$ cat config.mk
export PLATFORM = sky130hd
export DESIGN_NAME = fpnew_divsqrt_arbiter
export DESIGN_NICKNAME = d
export VERILOG_FILES = /design/src/rtl/fpnew_divsqrt_arbiter.sv
export SDC_FILE = /design/constraint.sdc
export NUM_CORES = 1
export LEC_CHECK = 0
export ABC_AREA = 1
export CORE_AREA = 2 2 345 347
export CTS_BUF_LIST = sky130_fd_sc_hd__clkbuf_2
export CTS_CLUSTER_SIZE = 8
export DETAILED_ROUTE_END_ITERATION = 16
export DIE_AREA = 0 0 347 349
export GPL_ROUTABILITY_DRIVEN = 0
export PLACE_DENSITY_LB_ADDON = 0.12
export SYNTH_ARGS = -nofsm -noshare
export SYNTH_HDL_FRONTEND = slang
export SYNTH_SLANG_ARGS = --single-unit
$ cat constraint.sdc
create_clock -name clk_i -period 2.5 [get_ports clk_i]
set_clock_uncertainty 0.2 [all_clocks]
set_input_delay 0.5 -clock clk_i [delete_from_list [all_inputs] [get_ports clk_i]]
set_output_delay 0.5 -clock clk_i [all_outputs]
set_load 0.03 [all_outputs]
$ cat src/rtl/fpnew_divsqrt_arbiter.sv
// fpnew_divsqrt_arbiter: shares one single-in-flight divide/sqrt unit between
// NumReq requesters. Round-robin grant, valid/ready issue, and owner/tag
// tracking so that the result returns only to the requester that issued it.
// Optional macro FPNEW_DIVSQRT_ARB_PRIO_EN: requester 0 wins over round-robin.
module fpnew_divsqrt_arbiter #(
  parameter int unsigned NumReq   = 4,
  parameter int unsigned Width    = 64,
  parameter int unsigned TagWidth = 8
) (
  input  logic                                  clk_i,
  input  logic                                  rst_i,
  input  logic                                  flush_i,
  input  logic [NumReq-1:0]                     req_valid_i,
  output logic [NumReq-1:0]                     req_ready_o,
  input  logic [NumReq-1:0][1:0][Width-1:0]     req_operands_i,
  input  logic [NumReq-1:0][3:0]                req_op_i,
  input  logic [NumReq-1:0][2:0]                req_rnd_mode_i,
  input  logic [NumReq-1:0][2:0]                req_fmt_i,
  input  logic [NumReq-1:0][TagWidth-1:0]       req_tag_i,
  output logic [NumReq-1:0]                     rsp_valid_o,
  input  logic [NumReq-1:0]                     rsp_ready_i,
  output logic [Width-1:0]                      rsp_result_o,
  output logic [4:0]                            rsp_status_o,
  output logic [TagWidth-1:0]                   rsp_tag_o,
  output logic                                  unit_valid_o,
  input  logic                                  unit_ready_i,
  output logic [1:0][Width-1:0]                 unit_operands_o,
  output logic [3:0]                            unit_op_o,
  output logic [2:0]                            unit_rnd_mode_o,
  output logic [2:0]                            unit_fmt_o,
  input  logic                                  unit_valid_i,
  output logic                                  unit_ready_o,
  input  logic [Width-1:0]                      unit_result_i,
  input  logic [4:0]                            unit_status_i,
  output logic                                  unit_flush_o,
  output logic                                  busy_o
);

  localparam int unsigned IdxW = (NumReq > 1) ? $clog2(NumReq) : 1;

  typedef enum logic [1:0] {IDLE, ISSUE, BUSY} state_e;

  state_e              state_q, state_d;
  logic [IdxW-1:0]     rr_ptr_q, rr_ptr_d;
  logic [IdxW-1:0]     owner_q, owner_d;
  logic [IdxW-1:0]     grant_q, grant_d;
  logic [TagWidth-1:0] tag_q, tag_d;

  logic [IdxW-1:0]     arb_idx, cand, sel_idx, ptr_next;
  logic [IdxW:0]       cand_sum;
  logic                arb_found, issue_vld;

  // Round-robin search from rr_ptr upward with wrap; the sum is one bit wider
  // so the wrap test works for non-power-of-two NumReq.
  always_comb begin
    arb_idx   = '0;
    arb_found = 1'b0;
    cand_sum  = '0;
    cand      = '0;
    for (int unsigned k = 0; k < NumReq; k++) begin
      cand_sum = {1'b0, rr_ptr_q} + (IdxW+1)'(k);
      if (cand_sum >= (IdxW+1)'(NumReq)) cand_sum = cand_sum - (IdxW+1)'(NumReq);
      cand = cand_sum[IdxW-1:0];
`ifdef FPNEW_DIVSQRT_ARB_PRIO_EN
      if (!arb_found && (cand != '0) && req_valid_i[cand]) begin
`else
      if (!arb_found && req_valid_i[cand]) begin
`endif
        arb_found = 1'b1;
        arb_idx   = cand;
      end
    end
`ifdef FPNEW_DIVSQRT_ARB_PRIO_EN
    if (req_valid_i[0]) begin
      arb_found = 1'b1;
      arb_idx   = '0;
    end
`endif
  end

  // Issue source: locked grant while waiting for the unit, live grant otherwise.
  always_comb begin
    sel_idx   = (state_q == ISSUE) ? grant_q : arb_idx;
    issue_vld = (state_q == ISSUE) || ((state_q == IDLE) && arb_found);
    ptr_next  = (sel_idx == IdxW'(NumReq - 1)) ? '0 : sel_idx + 1'b1;
  end

  // Next-state and handshake outputs; reset and flush force all valid/ready low.
  always_comb begin
    state_d      = state_q;
    rr_ptr_d     = rr_ptr_q;
    owner_d      = owner_q;
    grant_d      = grant_q;
    tag_d        = tag_q;
    req_ready_o  = '0;
    rsp_valid_o  = '0;
    unit_valid_o = 1'b0;
    unit_ready_o = 1'b0;
    if (rst_i) begin
      state_d = IDLE;
    end else if (flush_i) begin
      state_d = IDLE;
    end else begin
      case (state_q)
        IDLE, ISSUE: begin
          unit_ready_o = 1'b1;
          if (issue_vld) begin
            unit_valid_o         = 1'b1;
            req_ready_o[sel_idx] = unit_ready_i;
            if (unit_ready_i) begin
              state_d = BUSY;
              owner_d = sel_idx;
              tag_d   = req_tag_i[sel_idx];
`ifdef FPNEW_DIVSQRT_ARB_PRIO_EN
              if (sel_idx != '0) rr_ptr_d = ptr_next;
`else
              rr_ptr_d = ptr_next;
`endif
            end else begin
              state_d = ISSUE;
              grant_d = sel_idx;
            end
          end
        end
        BUSY: begin
          rsp_valid_o[owner_q] = unit_valid_i;
          unit_ready_o         = rsp_ready_i[owner_q];
          if (unit_valid_i && rsp_ready_i[owner_q]) state_d = IDLE;
        end
        default: state_d = IDLE;
      endcase
    end
  end

  // Payload steering and pass-through response buses.
  always_comb begin
    unit_operands_o = req_operands_i[sel_idx];
    unit_op_o       = req_op_i[sel_idx];
    unit_rnd_mode_o = req_rnd_mode_i[sel_idx];
    unit_fmt_o      = req_fmt_i[sel_idx];
    rsp_result_o    = unit_result_i;
    rsp_status_o    = unit_status_i;
    rsp_tag_o       = tag_q;
    unit_flush_o    = flush_i;
    busy_o          = (state_q != IDLE);
  end

  // State and bookkeeping registers.
  always_ff @(posedge clk_i or posedge rst_i) begin
    if (rst_i) begin
      state_q  <= IDLE;
      rr_ptr_q <= '0;
      owner_q  <= '0;
      grant_q  <= '0;
      tag_q    <= '0;
    end else begin
      state_q  <= state_d;
      rr_ptr_q <= rr_ptr_d;
      owner_q  <= owner_d;
      grant_q  <= grant_d;
      tag_q    <= tag_d;
    end
  end

endmodule

==> metrics.txt <==
count of input and output buffers=754; r2r startpoint=rr_ptr_q[0]$_DFFE_PP0P_; net count after synthesis=1,917; ratio of cells with drive above 1 in the final layout=a little under two fifths; via count=around 12,000; average cell area after synthesis=5.98 um2; type of the worst setup path=primary input to output pin; maximum number of pins on one net before global-route repair=50; Die Area=121,000 um2; crit path to=unit_operands_o[49]; post-synthesis register bit count=16; CTS Sinks=16; element type at the critical path start=primary input; number of remaining DRC errors=0; Site Rows=126; gate count after technology mapping=1,250; Final setup violation count=154; Worst Path Max Fanout=49; worst setup path start=req_valid_i[3]; DIE WIDTH=347 um; count of pins over their slew limit=0; number of global-route vias before repair=12,393; Worst EP arrival=around 2.9 ns; Syn. warnings=0; Core Util, Final=between 10% and 20%; clock root buffer=clkbuf_2; Max Clock Freq=280 MHz; global router's overall resource usage=10.7%; worst path required time=1.80 ns; remaining antenna violation count=0; Hold Violations, Final=0; Routed WL per cell=20.5 um; cell area after layout=roughly 21,000 um2; top area cells in the synthesized netlist=nand3_1, o211ai_2, nand2_1; Worst path most repeated cell=nand2_1; measured slew at the worst slew-check pin=around 0.48 ns; final worst setup slack=-1.07 ns; Worst Hold Class=primary input to asynchronous set/reset pin; CTS hold repair buffers=0; first-pass GRT wire length=93,100 um; clock insertion delay at the later pin of the skew report=0.38 ns; Layout fillers=13,054; area of the core region=117,000 um2; unrepaired setup endpoints after global routing=true; crit share post-route=143%; Post-Layout Cell Count=~3,600; CP max stage cell=clkdlybuf4s50_1; H-tree levels=1; Bufs on Longest Clock Path=2; outcome=finished with violations; leftover overflow at the end of global routing=0; failing checks=negative setup slack; sequential share of the synthesized area=around 5.4%; total cell area at the placement stage=18,100 um2; biggest area consumer among synthesized cells=nand3_1; synth unique cells=27; reg2reg end=rsp_tag_o[2]$_DFFE_PP0P_; number of antenna violations at the first check in global routing=21; endpoint type of the worst setup path=output pin; delay of the slowest cell on the worst path=roughly 0.50 ns; clock slew seen by the registers of the worst setup and hold paths=around 0.23 ns; Layout Nets=between 2,000 and 3,000; Iteration-0 DRC Markers=465; placed instance count=3,492; io pins=about 900; area of the mapped netlist=7470 um2; first-pass iteration count of the detailed router=5; slack of the worst reg-to-reg path=-0.23 ns; Die Span Y=~350 um; max-slew headroom at the worst pin=68.1%; number of buffers created by CTS=3; clock tree from TritonCTS=yes; initial cell density of the core=6.36%; aggregate routed wire length=~73,000 um; reg2reg path depth=18; area grow syn2layout=187%; hpwl dp=56,900 um; critical path cell sequence=clkdlybuf4s50_1, inv_1, nand2_1, nand3_1, nand2_2, nand2_1, nand2_1, nand2_1, nand2_2, nand2_8, nand2_8, buf_12, buf_12, buf_16, nand2_1, o211ai_2, nand3_2, buf_4; post-route minimum period=~3.6 ns; Vias per Instance=3.37; area share of the largest cell type after synthesis=30.3%; max-cap check violation count=0
[worst max-delay path, delay by kind of cell]
family / cells / cell delay, ns
buf+inv: 6 / 1.28
compound gates: 1 / 0.09
simple gates: 11 / 0.91
[layout by cell type, fill, tap and decap left out, drive strengths merged]
cell | Yosys | layout
o21ai | 6 | 6
mux2i | 1 | 1
clkbuf | 4 | 24
o21a | 1 | 1
buf | 180 | 337
o211ai | 139 | 139
nor2 | 10 | 10
ha | 1 | 1
nand4 | 1 | 1
inv | 177 | 176
dfrtp | 16 | 16
nand2 | 253 | 253
clkinv | 0 | 2
dlygate4sd2 | 0 | 1
o22ai | 1 | 1
diode | 0 | 6
nor3 | 6 | 6
a21oi | 1 | 1
clkdlybuf4s50 | 0 | 605
nand3 | 453 | 453
[cells by family (layout without fill, tap and decap cells)]
kind of cell | count (synthesis) | count (layout) | synth area share, %
adders and majority gates | 1 | 1 | 0.167
DFF | 16 | 16 | 5.36
other | 0 | 6 | 0
muxes | 1 | 1 | 0.134
buffers and inverters | 361 | 1145 | 26.7
AOI/OAI and AO/OA | 148 | 148 | 22.5
and+or+nand+nor | 723 | 723 | 45.1
[cell type report]
cell class / count / area, um2 / share of cell area (%)
sequential: 16 / 403 / 1.88
tap: 1536 / 1920 / 8.96
antenna: 6 / 15.0 / 0.0700
timing repair buffer: 964 / 11000 / 51.5
clock buffer: 3 / 15.0 / 0.0700
inverter: 177 / 694 / 3.24
clock inverter: 1 / 3.75 / 0.0175
multi-input combinational: 873 / 7340 / 34.2
[through the flow]
stage	hold WS, ns	setup TNS, ns	worst slack [ns]
final	0.275	-141.42	-1.07
after global routing	0.235	-173.99	-1.26
after CTS	0.216	-156.09	-1.14
after detailed placement	0.274	-150.55	-1.08
after global placement	0.269	-154.06	-1.11
after floorplan	0.214	-11.14	-0.117
[state kept, by name (all words and copies together), names as in the netlist]
| signal | cells |
|---|---|
| state_q | 2 |
| grant_q | 2 |
| owner_q | 2 |
| rsp_tag_o | 8 |
| rr_ptr_q | 2 |
[worst min-delay path by stage]
stage	slack, ns	start	end	cells after the start
finish	0.28	rst_i	owner_q[1]$_DFFE_PP0P_	3
global route	0.24	rst_i	owner_q[1]$_DFFE_PP0P_	3
global placement	0.27	rsp_tag_o[3]$_DFFE_PP0P_	rsp_tag_o[3]$_DFFE_PP0P_	2
detailed placement	0.27	grant_q[0]$_DFFE_PP0P_	grant_q[0]$_DFFE_PP0P_	2
floorplan	0.21	rst_i	grant_q[0]$_DFFE_PP0P_	1
CTS	0.22	rst_i	owner_q[1]$_DFFE_PP0P_	3
[synth_stat cells (all sizes together)]
cell type  number
o21ai           6
clkbuf          4
o22ai           1
nor2           10
inv           177
buf           180
dfrtp          16
nand4           1
nand3         453
o211ai        139
a21oi           1
mux2i           1
o21a            1
ha              1
nand2         253
nor3            6
[metal layers]
layer | global-route usage (%) | share of wire (%)
met3 | 4.31 | 8.9
met2 | 19.7 | 52
met5 | 0 | 0.21
met4 | 1.87 | 2.0
met1 | 11.4 | 37
[repair_timing]
item / 4_1_cts / 5_1_grt
pin swaps: 20 / 49
cloned: 12 / 23
hold endpoints to repair: 0 / 0
buffers inserted: 11 / 31
setup endpoints to repair: 159 / 163
gates resized for setup: 193 / 248
Power is not shown: default switching activity piles up to over one toggle a cycle in this logic, so the estimate is an artifact.
